## config.mk

```make
export PLATFORM = sky130hd
export DESIGN_NAME = logic_exhaustive_tester
export DESIGN_NICKNAME = d
export VERILOG_FILES = /design/src/rtl/logic_tester_pkg.sv /design/src/rtl/logic_golden_ref.sv /design/src/rtl/logic_exhaustive_tester.sv
export SDC_FILE = /design/constraint.sdc
export NUM_CORES = 1
export LEC_CHECK = 0
export CAP_MARGIN = 40
export CELL_PAD_IN_SITES_DETAIL_PLACEMENT = 1
export CELL_PAD_IN_SITES_GLOBAL_PLACEMENT = 1
export CORE_MARGIN = 2
export CORE_UTILIZATION = 37
export CTS_CLUSTER_SIZE = 8
export DETAILED_ROUTE_END_ITERATION = 8
export GPL_TIMING_DRIVEN = 1
export MAX_ROUTING_LAYER = met4
export PLACE_DENSITY_LB_ADDON = 0.1
export RECOVER_POWER = 100
export SETUP_SLACK_MARGIN = 0.2
export SLEW_MARGIN = 30
export SYNTH_ARGS = -nofsm -noshare
export SYNTH_HDL_FRONTEND = slang
export SYNTH_HIERARCHICAL = 1
export SYNTH_SLANG_ARGS = --single-unit
```

## constraint.sdc

```tcl
create_clock -name clk -period 3.7 [get_ports clk]
set_clock_uncertainty 0.15 [all_clocks]
set_input_delay 0.74 -clock clk [delete_from_list [all_inputs] [get_ports clk]]
set_output_delay 0.74 -clock clk [all_outputs]
set_load 0.03 [all_outputs]
```

## src/rtl/logic_tester_pkg.sv

```systemverilog
// Shared types and the reference gate function for the exhaustive logic tester.
package logic_tester_pkg;

  typedef enum logic [1:0] {
    OP_AND  = 2'b00,
    OP_OR   = 2'b01,
    OP_XOR  = 2'b10,
    OP_NAND = 2'b11
  } op_e;

  typedef enum logic [1:0] {
    S_IDLE,
    S_RUN,
    S_DONE
  } state_e;

  // Reduction of the low w bits of v according to op.
  function automatic logic golden(op_e op, logic [15:0] v, int w);
    logic r_and;
    logic r_or;
    logic r_xor;
    r_and = 1'b1;
    r_or  = 1'b0;
    r_xor = 1'b0;
    for (int unsigned i = 0; i < 16; i++) begin
      if (int'(i) < w) begin
        r_and = r_and & v[i];
        r_or  = r_or  | v[i];
        r_xor = r_xor ^ v[i];
      end
    end
    case (op)
      OP_AND:  golden = r_and;
      OP_OR:   golden = r_or;
      OP_XOR:  golden = r_xor;
      OP_NAND: golden = ~r_and;
      default: golden = r_and;
    endcase
  endfunction

endpackage

```

## src/rtl/logic_golden_ref.sv

```systemverilog
// Combinational expected output of the gate under test for the current vector.
module logic_golden_ref
  import logic_tester_pkg::*;
#(
  parameter int WIDTH = 2
) (
  input  op_e              op,
  input  logic [WIDTH-1:0] stim,
  output logic             exp_y
);

  // Expected gate output for the driven vector.
  always_comb begin
    exp_y = golden(op, 16'(stim), WIDTH);
  end

endmodule

```

## src/rtl/logic_exhaustive_tester.sv

```systemverilog
// Exhaustive stimulus engine: walks every WIDTH-bit vector, holds each HOLD cycles,
// samples dut_y on the last hold cycle and counts mismatches against the golden gate.
// Optional first-fail capture enabled by defining FIRST_FAIL_CAPTURE_EN.
module logic_exhaustive_tester
  import logic_tester_pkg::*;
#(
  parameter int WIDTH = 2,
  parameter int HOLD  = 4,
  parameter int ERR_W = 16
) (
  input  logic             clk,
  input  logic             rst,
  input  logic             start,
  input  logic             abort,
  input  logic [1:0]       op_sel,
  output logic [WIDTH-1:0] stim,
  input  logic             dut_y,
  output logic             busy,
  output logic             done,
  output logic             pass,
  output logic [ERR_W-1:0] err_cnt,
  output logic [WIDTH-1:0] fail_vec,
  output logic             fail_vld
);

  localparam int HOLD_W = $clog2(HOLD);
  localparam logic [HOLD_W-1:0] HOLD_LAST = HOLD_W'(HOLD - 1);

  state_e             state;
  state_e             state_nxt;
  op_e                op;
  logic [HOLD_W-1:0]  hold;
  logic               exp_y;
  logic               sample;
  logic               last_sample;
  logic               mismatch;
  logic               launch;
  logic [ERR_W-1:0]   err_nxt;

  logic_golden_ref #(.WIDTH(WIDTH)) u_ref (
    .op    (op),
    .stim  (stim),
    .exp_y (exp_y)
  );

  assign launch      = (state == S_IDLE) && start && !abort;
  assign sample      = (state == S_RUN) && !abort && (hold == HOLD_LAST);
  assign last_sample = sample && (stim == '1);
  assign mismatch    = sample && (dut_y != exp_y);
  assign busy        = (state == S_RUN);
  assign done        = (state == S_DONE);

  // Saturating error count including the current sample.
  always_comb begin
    err_nxt = err_cnt;
    if (mismatch && (err_cnt != '1)) begin
      err_nxt = err_cnt + 1'b1;
    end
  end

  // State register.
  always_ff @(posedge clk) begin
    if (rst) begin
      state <= S_IDLE;
    end else begin
      state <= state_nxt;
    end
  end

  // Next-state: abort wins in RUN; DONE lasts one cycle.
  always_comb begin
    state_nxt = state;
    case (state)
      S_IDLE:  if (launch) state_nxt = S_RUN;
      S_RUN: begin
        if (abort)            state_nxt = S_IDLE;
        else if (last_sample) state_nxt = S_DONE;
      end
      S_DONE:  state_nxt = S_IDLE;
      default: state_nxt = S_IDLE;
    endcase
  end

  // Vector/hold counters, error count, verdict and latched operation.
  always_ff @(posedge clk) begin
    if (rst) begin
      stim    <= '0;
      hold    <= '0;
      err_cnt <= '0;
      pass    <= 1'b0;
      op      <= OP_AND;
    end else if (launch) begin
      stim    <= '0;
      hold    <= '0;
      err_cnt <= '0;
      pass    <= 1'b0;
      op      <= op_e'(op_sel);
    end else if (state == S_RUN) begin
      if (abort) begin
        stim <= '0;
        hold <= '0;
      end else begin
        err_cnt <= err_nxt;
        if (sample) begin
          hold <= '0;
          if (last_sample) begin
            stim <= '0;
            pass <= (err_nxt == '0);
          end else begin
            stim <= stim + 1'b1;
          end
        end else begin
          hold <= hold + 1'b1;
        end
      end
    end
  end

`ifdef FIRST_FAIL_CAPTURE_EN
  // First mismatch of a run is latched; later ones leave it untouched.
  always_ff @(posedge clk) begin
    if (rst || launch) begin
      fail_vec <= '0;
      fail_vld <= 1'b0;
    end else if (mismatch && !fail_vld) begin
      fail_vec <= stim;
      fail_vld <= 1'b1;
    end
  end
`else
  assign fail_vec = '0;
  assign fail_vld = 1'b0;
`endif

endmodule

```

==> impl_metrics.toml, run 1 <==
[run_status]
status = "finished, final reports clean"

[placement]
pre_cts_slack_ns = 0.323
io_buffers = 27
post-dp-hpwl_um = 2900
gp_congestion = 0.874
placed_cells = 246

[clock_network]
cts_tree = "yes"
clk_latency_ns = 0.28
htreeDepth = 1
clk_pin_slew_worst_paths_ns = 0.10
cts_setup_buffers = 0
cts-buffers-inserted = 3
clockBufferDepth = 2
clock-sinks = 25
cts-root-buf = "clkbuf_8"

[detailed_routing]
first_pass_iters = 4
drtIter0Drc = 35
route.detailed.drc = 0
viasPerCell = 5.29
wl_um = 3860
num_vias = 1323
wl_per_cell_um = 15.4
ant_nets = 0

[die]
io_pins = 31
design.die.area_mm2 = 0.00445
die_h_um = 66.7
core_mm2 = 0.00372
start_util_pct = 39.2
rows = 22
die_w_um = 66.7

[worst_setup_path]
worstPathArrival_ns = 3.37
cp.required_ns = 3.76
end_kind = "flip-flop"
rr_worst_depth = 12
reg2reg_from = "stim[0]"
cpPeakStageDelay_ns = 0.60
path_cells = "dlygate4sd3_1 -> nor4bb_1 -> buf_4 -> nand2_4 -> or2_0 -> nor3b_1 -> o211ai_1 -> or4_1 -> o21ai_1"
start_kind = "input pin"
cp_max_fo = 8
cp_top_family = "simple AND/OR/NAND/NOR gates"
reg2reg_to = "pass"
path_buf_inv = 2
worstSetupPathType = "in2reg"
r2r_slack_ns = 0.50
crit_path_top_delay_cell = "dlygate4sd3_1"

[sta]
rsz0062_at_grt = "false"
fin_hold_ws_ns = 0.335
fin_crit_ns = 3.31
setup_slack_ns = 0.395
relSlewSlack_pct = 35.1
fmax_mhz = 303
post-route-period-util_pct = 89.3
worst_slew_pin_slew_ns = 0.974
setup-violations-final = 0
hold_viol = 0
fin_tns_setup_ns = 0
slew_violations = 0

[min_path]
worst_hold_path.num_cells = 2
hold_path_class = "reg2reg"
min_from = "hold[1]"
hold_end = "hold[1]"

[grt]
grt_pass1_vias = 1350
grt_pass1_wl_um = 6620
grtUsageTotal_pct = 20.3
overflow = 0
grt_max_degree = 22
antenna_found_initial = 0

[synth]
syn_area_per_cell_um2 = 8.32
yosys_most_used_dff = "dfxtp_1"
synth-edff-count = 0
yosysWarnings = 6
netlist_instances = 175
yosysSeqAreaShare_pct = 34.4
syn_area_mm2 = 0.00146
synth-seq-cells = 25
synth_cell_types = 44
synthArstFlopShare_pct = 0

[finish]
antenna_cells = 0
instances_no_fill = 250
final_layout_size_suffix_gt1_share_pct = 5.94
finalNetCount = 215
regArea_um2 = 500
syn_to_final_growth_pct = 24.1
multi_input_area_um2 = 895
n_fill_cell = 467

[power_and_ir_drop]
p_leak_nw = 0.686
irDropWorstVdd_v = 0.000206
powerDensity_mw_per_mm2 = 263

[flow_run]
cap_violations = 0
## what timing repair did
action | 4_1_cts | 5_1_grt
gates resized for setup | 0 | 1
hold buffers | 0 | 0
endpoints found under the hold margin | 0 | 0
setup endpoints to repair | 0 | 1
## final cells by class
| cell class | instances | share of cell area [%] |
|---|---|---|
| Multi-Input combinational cell | 139 | 49.5 |
| Sequential cell | 25 | 27.7 |
| Timing Repair Buffer | 31 | 16.2 |
| Tap cell | 48 | 3.33 |
| Clock buffer | 3 | 2.29 |
| Inverter | 3 | 0.624 |
| Clock inverter | 1 | 0.277 |
## cell usage after synthesis (all sizes together) (2+ instances only)
cell type  instances  area [um^2]
nor3b              2         15.0
nor2              30          115
or2                2         12.5
inv                3         11.3
nand3              8         45.0
and4               6         52.6
ha                 5         62.6
nand2             12         52.6
nor4               3         33.8
mux2i              2         20.0
xor2               7         61.3
clkbuf             2         7.51
nor2b              3         18.8
buf                8         56.3
a31oi              3         18.8
xnor2             13          114
a21oi              5         25.0
nand4              6         37.5
o21ai              6         30.0
dfxtp             25          500
nor3               8         45.0
a211oi             3         22.5
## worst max path at each step
stage / startpoint / slack, ns / end / cells after the start
2_1_floorplan: stim[0] / 0.65 / pass / 13
3_3_place_gp: abort / 0.45 / pass / 9
3_5_place_dp: abort / 0.32 / pass / 9
4_1_cts: stim[0] / 0.41 / pass / 12
5_1_grt: abort / 0.19 / pass / 9
6_report: abort / 0.39 / pass / 9
## worst register-to-register path, delay by kind of cell, from the launching register on
family | cells | cell delay, ns
AOI/OAI and AO/OA | 4 | 0.49
adders and majority gates | 1 | 0.28
buffers and inverters | 1 | 0.07
DFF | 1 | 0.45
and+or+nand+nor | 5 | 1.38
xor gates and xnor gates | 1 | 0.32
## where the power goes
group	leakage (nW)	internal, W	switching [W]
clock	0.0255	0.0000755	0.0000936
combinational	0.459	0.0000117	0.0000206
sequential	0.202	0.000271	0.00000190
## sequential cells by signal (all words and copies together), names as in the netlist
register  flops
hold          2
err_cnt      16
op            2
state         2
pass          1
stim          2
## layer usage
layer	global-route usage, %	vias up	routed length [um]
met5	-	-	0
met4	5.36	0	53
met3	4.56	6	119
met2	33.8	19	1890
met1	24.8	636	1800
li1	-	662	-
## cell usage in the layout (no fill, tap or decap), types with 3 or more instances in the layout
cell type,n
nand2_1,11
nor3_1,7
dlygate4sd3_1,22
dfxtp_1,25
a31oi_1,3
clkbuf_8,3
clkdlybuf4s50_1,5
o21ai_1,3
and4_1,6
xnor2_1,13
nand3_1,7
xor2_1,6
conb_1,3
a211oi_1,3
nor2b_1,3
nor2_1,29
inv_1,3
nand4_1,6
a21oi_1,5
o21ai_0,3
ha_1,5
## cells by family (layout without fill, tap and decap cells)
family | after synthesis | after routing | share of synthesized area (%)
flip-flops | 25 | 25 | 34.4
buffers and inverters | 13 | 38 | 5.16
multiplexers | 2 | 2 | 1.38
AND/OR/NAND/NOR | 87 | 87 | 33.0
adder cells (fa/ha/maj) | 5 | 5 | 4.30
AO/OA/AOI/OAI | 22 | 22 | 9.46
XOR/XNOR | 20 | 20 | 12.0
other | 1 | 3 | 0.258
## stage by stage
stage / util, % / power (W) / area, um^2
6_report: 48.6 / 0.000474 / 1810
5_1_grt: 48.6 / 0.000500 / 1810
3_3_place_gp: 47.3 / 0.000311 / 1760
3_5_place_dp: 47.3 / 0.000313 / 1760
2_1_floorplan: - / 0.000300 / 1460
4_1_cts: 48.6 / 0.000479 / 1810
No activity file was read; power rests on OpenSTA's default activity.
==> run 2, diff against run 1 <==
SYNTH_HIERARCHICAL = default   (was 1)
==> run 2 against run 1 <==
Core utilization shrank 2.1 points. Design area grew 1.5%. Combinational power grew 12%. Synthesized area grew 2.7%. Non-clock buffer count shrank 2. Critical endpoint unchanged. Critical path type unchanged. Global-route usage shrank 0.81 points.
==> impl_metrics.toml, run 2 <==
[min_path]
hold_path_class = "reg2reg"
worst_hold_path.num_cells = 1
hold_end = "state[0]"
min_from = "state[1]"

[worst_setup_path]
reg2reg_to = "pass"
path_cells = "dlygate4sd3_1 -> nor3b_1 -> nand2_2 -> a2111oi_2 -> nand2_2 -> o21bai_1 -> a2111oi_1 -> a21o_1"
cp_top_family = "compound AO/OA/AOI/OAI gates"
cp.required_ns = 3.78
reg2reg_from = "stim[0]"
start_kind = "input pin"
cp_max_fo = 7
rr_worst_depth = 9
crit_top_cell = "nand2_2"
cpPeakStageDelay_ns = 0.63
worstSetupPathType = "in2reg"
worstPathArrival_ns = 3.26
path_buf_inv = 1
r2r_slack_ns = 0.89
crit_path_top_delay_cell = "dlygate4sd3_1"
end_kind = "flip-flop"

[power_and_ir_drop]
seqPwrFrac_pct = 56.8
swShare_pct = 25.0
power_frac_clock_pct = 35.6
power_frac_comb_pct = 7.5
irDropWorstVdd_v = 0.000102
p_switching_w = 0.000120
powerDensity_mw_per_mm2 = 262
p_int_w = 0.000360
p_leak_nw = 0.746
total_power_w = 0.000480

[synth]
synth-seq-cells = 25
synth_cell_types = 43
syn_area_mm2 = 0.00149
synth.area.top_cells = "dfxtp_1, nor2_1, xnor2_1"
yosys_most_used_dff = "dfxtp_1"
synth-edff-count = 0
syn_area_per_cell_um2 = 8.30
yosysSeqAreaShare_pct = 33.5
synth_top_cell_by_area = "dfxtp_1"
yosysWarnings = 0
netlist_instances = 180
synthArstFlopShare_pct = 0
yosysTopAreaCellShare_pct = 33.5
synth_common_cells = "nor2_1, dfxtp_1, xnor2_1, nand3_1, o21ai_0"
synth_most_common_cell = "nor2_1"

[sta]
fin_tns_setup_ns = 0
fmax_mhz = 314
slew_violations = 0
post-route-period-util_pct = 86.0
setup-violations-final = 0
fin_crit_ns = 3.18
hold_viol = 0
relSlewSlack_pct = 43.1
fin_hold_ws_ns = 0.365
worst_slew_pin_slew_ns = 0.853
rsz0062_at_grt = "false"

[clock_network]
cts_setup_buffers = 0
clock-sinks = 25
clockBufferDepth = 2
cts-buffers-inserted = 3
cts-root-buf = "clkbuf_8"
htreeDepth = 1
clk_latency_ns = 0.27
cts_resized = 0
clk_pin_slew_worst_paths_ns = 0.10
cts_tree = "yes"
hold_buffers = 0

[detailed_routing]
num_vias = 1377
ant_nets = 0
viasPerCell = 5.38
drtIter0Drc = 29
first_pass_iters = 4
wl_um = 3930
route.detailed.drc = 0
wl_per_cell_um = 15.3

[grt]
overflow = 0
grtUsageTotal_pct = 19.5
grt_pass1_vias = 1392
grt_pass1_wl_um = 6500
grt_max_degree = 19
antenna_found_initial = 0

[die]
die_w_um = 67.5
design.die.area_mm2 = 0.00456
start_util_pct = 37.9
die_h_um = 67.5
rows = 23
core_mm2 = 0.00394
io_pins = 31

[finish]
final_layout_size_suffix_gt1_share_pct = 7.28
design_area_mm2 = 0.00183
mostFrequentLayoutCells = "nor2_1, dfxtp_1, dlygate4sd3_1, xnor2_1, nand3_1"
antenna_cells = 0
syn_to_final_growth_pct = 22.6
top_register = "err_cnt"
largest_reg_flops = 16
final_common_cell = "nor2_1"
finalNetCount = 218

[placement]
gp_congestion = 0.836
post-dp-hpwl_um = 2910
placed_cell_area_mm2 = 0.00179
io_buffers = 27

[flow_run]
cap_violations = 0

[run_status]
status = "finished, final reports clean"
==> run 2: power groups by stage <==
| stage | combinational (W) | sequential (W) | clock (W) |
|---|---|---|---|
| floorplan | 0.0000275 | 0.000279 | 0 |
| global placement | 0.0000366 | 0.000279 | 0 |
| detailed placement | 0.0000370 | 0.000279 | 0 |
| CTS | 0.0000375 | 0.000273 | 0.000176 |
| global route | 0.0000404 | 0.000274 | 0.000189 |
| finish | 0.0000363 | 0.000273 | 0.000171 |
==> run 2: cell type report <==
cell class | count | area [um^2]
multi-input cells | 142 | 920
flip-flops and latches | 25 | 500
well taps | 50 | 62.6
fillers | 497 | 2110
clock inverters | 1 | 7.51
inverters | 6 | 22.5
clock buffers | 3 | 41.3
repair buffers | 29 | 278
==> run 2: cells by family after synthesis <==
| group | Yosys count | share of synthesized area [%] |
|---|---|---|
| and+or+nand+nor | 89 | 33.8 |
| AOI/OAI and AO/OA | 25 | 11.2 |
| DFF | 25 | 33.5 |
| xor gates and xnor gates | 16 | 9.38 |
| buffers and inverters | 15 | 5.11 |
| muxes | 5 | 3.35 |
| adders and majority gates | 4 | 3.35 |
| other | 1 | 0.251 |
==> run 2: per-layer routing <==
metal	up-vias	GRT usage [%]	part of all wire, %
li1	674	-	-
met1	664	22.7	45
met2	31	33.9	50
met3	8	2.67	2.6
met4	0	7.14	2.1
met5	-	-	0
==> run 2: per-stage QoR <==
| stage | worst slack, ns | cells | utilization (%) |
|---|---|---|---|
| after detailed placement | 0.432 | 251 | 45.4 |
| final | 0.516 | 256 | 46.5 |
| after CTS | 0.699 | 255 | 46.6 |
| after floorplan | 0.902 | 182 | - |
| after global placement | 0.538 | 251 | 45.4 |
| after global routing | 0.252 | 256 | 46.5 |
==> run 2: worst max-delay path by stage <==
stage / startpoint / endpoint / slack, ns / cells after the start
floorplan: stim[0] / pass / 0.90 / 10
global placement: abort / pass / 0.54 / 8
detailed placement: abort / pass / 0.43 / 8
CTS: abort / pass / 0.70 / 8
global route: abort / pass / 0.25 / 8
finish: abort / pass / 0.52 / 8
==> run 2: worst reg2reg max path, cell delays in order (launching register included) <==
cell and delay [ns]:
dfxtp_1 0.43, inv_1 0.08, ha_1 0.31, nor2b_1 0.15, or3_1 0.37, and4_1 0.30
nor4b_2 0.30, xor2_1 0.12, a2111oi_1 0.40, a21o_1 0.17
==> run 3, diff against run 2 <==
ABC_AREA = 1   (was default)
CORE_UTILIZATION = 36   (was 37)
==> run 3 against run 2 <==
Core utilization fell by 1.9 points. Sequential share of layout area fell by 1.5 points. Final cell count rose by 23%. Maximum frequency rose by 9.4%. Die area rose by 11%. Count of clock-buffer cells in the layout did not move. Design area rose by 5.8%. Via count rose by 15%. Combinational power rose by 8.3%. Synthesized cell count rose by 31%. Critical path depth rose by 4. Total power fell by 0.32%. Critical endpoint unchanged.
==> impl_metrics.toml, run 3 <==
[synth]
synthArstFlopShare_pct = 0
synth_top_cell_by_area = "dfxtp_1"
yosysTopAreaCellShare_pct = 30.7
yosysSeqAreaShare_pct = 30.7
yosys_most_used_dff = "dfxtp_1"
netlist_instances = 235
synth.area.top_cells = "dfxtp_1, nand2_1, nor2_1"
synth_most_common_cell = "nand2_1"
syn_area_per_cell_um2 = 6.93
yosysWarnings = 0
syn_area_mm2 = 0.00163
synth-seq-cells = 25
synth_common_cells = "nand2_1, nor2_1, dfxtp_1, inv_1, a21oi_1"
synth-edff-count = 0
synth_cell_types = 32

[worst_setup_path]
worstSetupPathType = "in2reg"
end_kind = "flip-flop"
cp-startpoint = "abort"
path_cells = "dlygate4sd3_1 -> inv_1 -> nand2_4 -> nor2_1 -> nand2_1 -> nor2_8 -> o21ai_0 -> nor2_1 -> nand3_1 -> nor2_1 -> nand2_1 -> a21oi_1"
crit_path_end = "pass"
rr_worst_depth = 14
start_kind = "input pin"
cp.required_ns = 3.75
crit_top_cell = "nor2_1"
cp_max_fo = 19
worstPathArrival_ns = 2.96
r2r_slack_ns = 1.30
cpPeakStageDelay_ns = 0.53
reg2reg_to = "pass"
crit_path_top_delay_cell = "dlygate4sd3_1"
reg2reg_from = "stim[1]"

[sta]
fin_tns_setup_ns = 0
rsz0062_at_grt = "false"
worst_slew_pin_slew_ns = 0.701
fmax_mhz = 344
setup-violations-final = 0
relSlewSlack_pct = 53.2
fin_crit_ns = 2.91
slew_violations = 0
post-route-period-util_pct = 78.7
hold_viol = 0

[detailed_routing]
wl_per_cell_um = 13.7
route.detailed.drc = 0
num_vias = 1583
drtIter0Drc = 94
viasPerCell = 5.04
ant_nets = 0
wl_um = 4300
first_pass_iters = 4

[clock_network]
cts-root-buf = "clkbuf_8"
clk_pin_slew_worst_paths_ns = 0.08
htreeDepth = 1
cts-buffers-inserted = 3
clockBufferDepth = 2
cts_setup_buffers = 0
clk_latency_ns = 0.28
clock-sinks = 25
cts_resized = 0
cts_tree = "yes"
hold_buffers = 0

[grt]
grt_max_degree = 21
overflow = 0
grt_pass1_wl_um = 7550
grt_pass1_vias = 1592
antenna_found_initial = 0
grtUsageTotal_pct = 19.4

[placement]
io_buffers = 27
gp_congestion = 0.880
post-dp-hpwl_um = 3380

[flow_run]
cap_violations = 0

[die]
die_w_um = 71.2
io_pins = 31
core_mm2 = 0.00435
die_h_um = 71.2
rows = 24
design.die.area_mm2 = 0.00508
start_util_pct = 37.4

[finish]
antenna_cells = 0
final_common_cell = "nand2_1"
largest_reg_flops = 16
n_fill_cell = 589
top_register = "err_cnt"
syn_to_final_growth_pct = 19.1
final_core_util_pct = 44.5
final_layout_size_suffix_gt1_share_pct = 8.78
finalNetCount = 274
mostFrequentLayoutCells = "nand2_1, nor2_1, inv_1, dfxtp_1, dlygate4sd3_1"

[power_and_ir_drop]
p_leak_nw = 0.895
powerDensity_mw_per_mm2 = 247
irDropWorstVdd_v = 0.000143
total_power_w = 0.000479

[run_status]
status = "finished, final reports clean"

[min_path]
hold_path_class = "reg2reg"
run 3: stage by stage:
stage          cell area [um^2]  worst slack [ns]  instances  hold WS, ns
2_1_floorplan              1640              1.45        237        0.319
5_1_grt                    1940             0.557        314        0.391
3_5_place_dp               1930             0.874        310        0.336
6_report                   1940             0.789        314        0.354
4_1_cts                    1980              1.15        314        0.367
3_3_place_gp               1930             0.913        310        0.341
run 3: layer usage:
metal	vias up	track usage [%]	wire length, um
li1	798	-	-
met3	9	2.67	152
met1	741	23.5	1860
met2	35	32.4	2180
met5	-	-	0
met4	0	7.76	103
run 3: worst max-delay path, delay by kind of cell:
kind	cells	cell delay [ns]
AO/OA/AOI/OAI	2	0.31
AND/OR/NAND/NOR	8	1.24
buffers and inverters	2	0.67
run 3: cell families (layout without fill, tap and decap cells):
group | Yosys count | count (layout) | synth area share (%)
flip-flops | 25 | 25 | 30.7
XOR/XNOR | 13 | 13 | 6.99
AND/OR/NAND/NOR | 126 | 126 | 38.7
AO/OA/AOI/OAI | 33 | 33 | 11.5
adder cells (fa/ha/maj) | 4 | 4 | 3.07
buffers and inverters | 33 | 58 | 8.76
other | 1 | 3 | 0.230
run 3: how the worst min path moves through the flow:
stage,startpoint,endpoint,slack (ns),cells after the start
after floorplan,hold[0],hold[0],0.32,1
after global placement,hold[0],hold[0],0.34,1
after detailed placement,pass,pass,0.34,2
after CTS,pass,pass,0.37,2
after global routing,pass,pass,0.39,2
final,pass,pass,0.35,2
run 3: cell type report:
cell class	instances	area (um^2)	area share [%]
Clock buffer	3	41.3	2.13
Clock inverter	1	5.00	0.258
Inverter	27	101	5.23
Multi-Input combinational cell	179	955	49.3
Sequential cell	25	500	25.8
Tap cell	52	65.1	3.36
Timing Repair Buffer	27	270	13.9
run 3: power breakdown:
| part | internal [W] | switching (W) |
|---|---|---|
| registers | 0.000271 | 0.00000233 |
| clock network | 0.0000755 | 0.0000904 |
| logic | 0.0000130 | 0.0000262 |
| total | 0.000360 | 0.000119 |
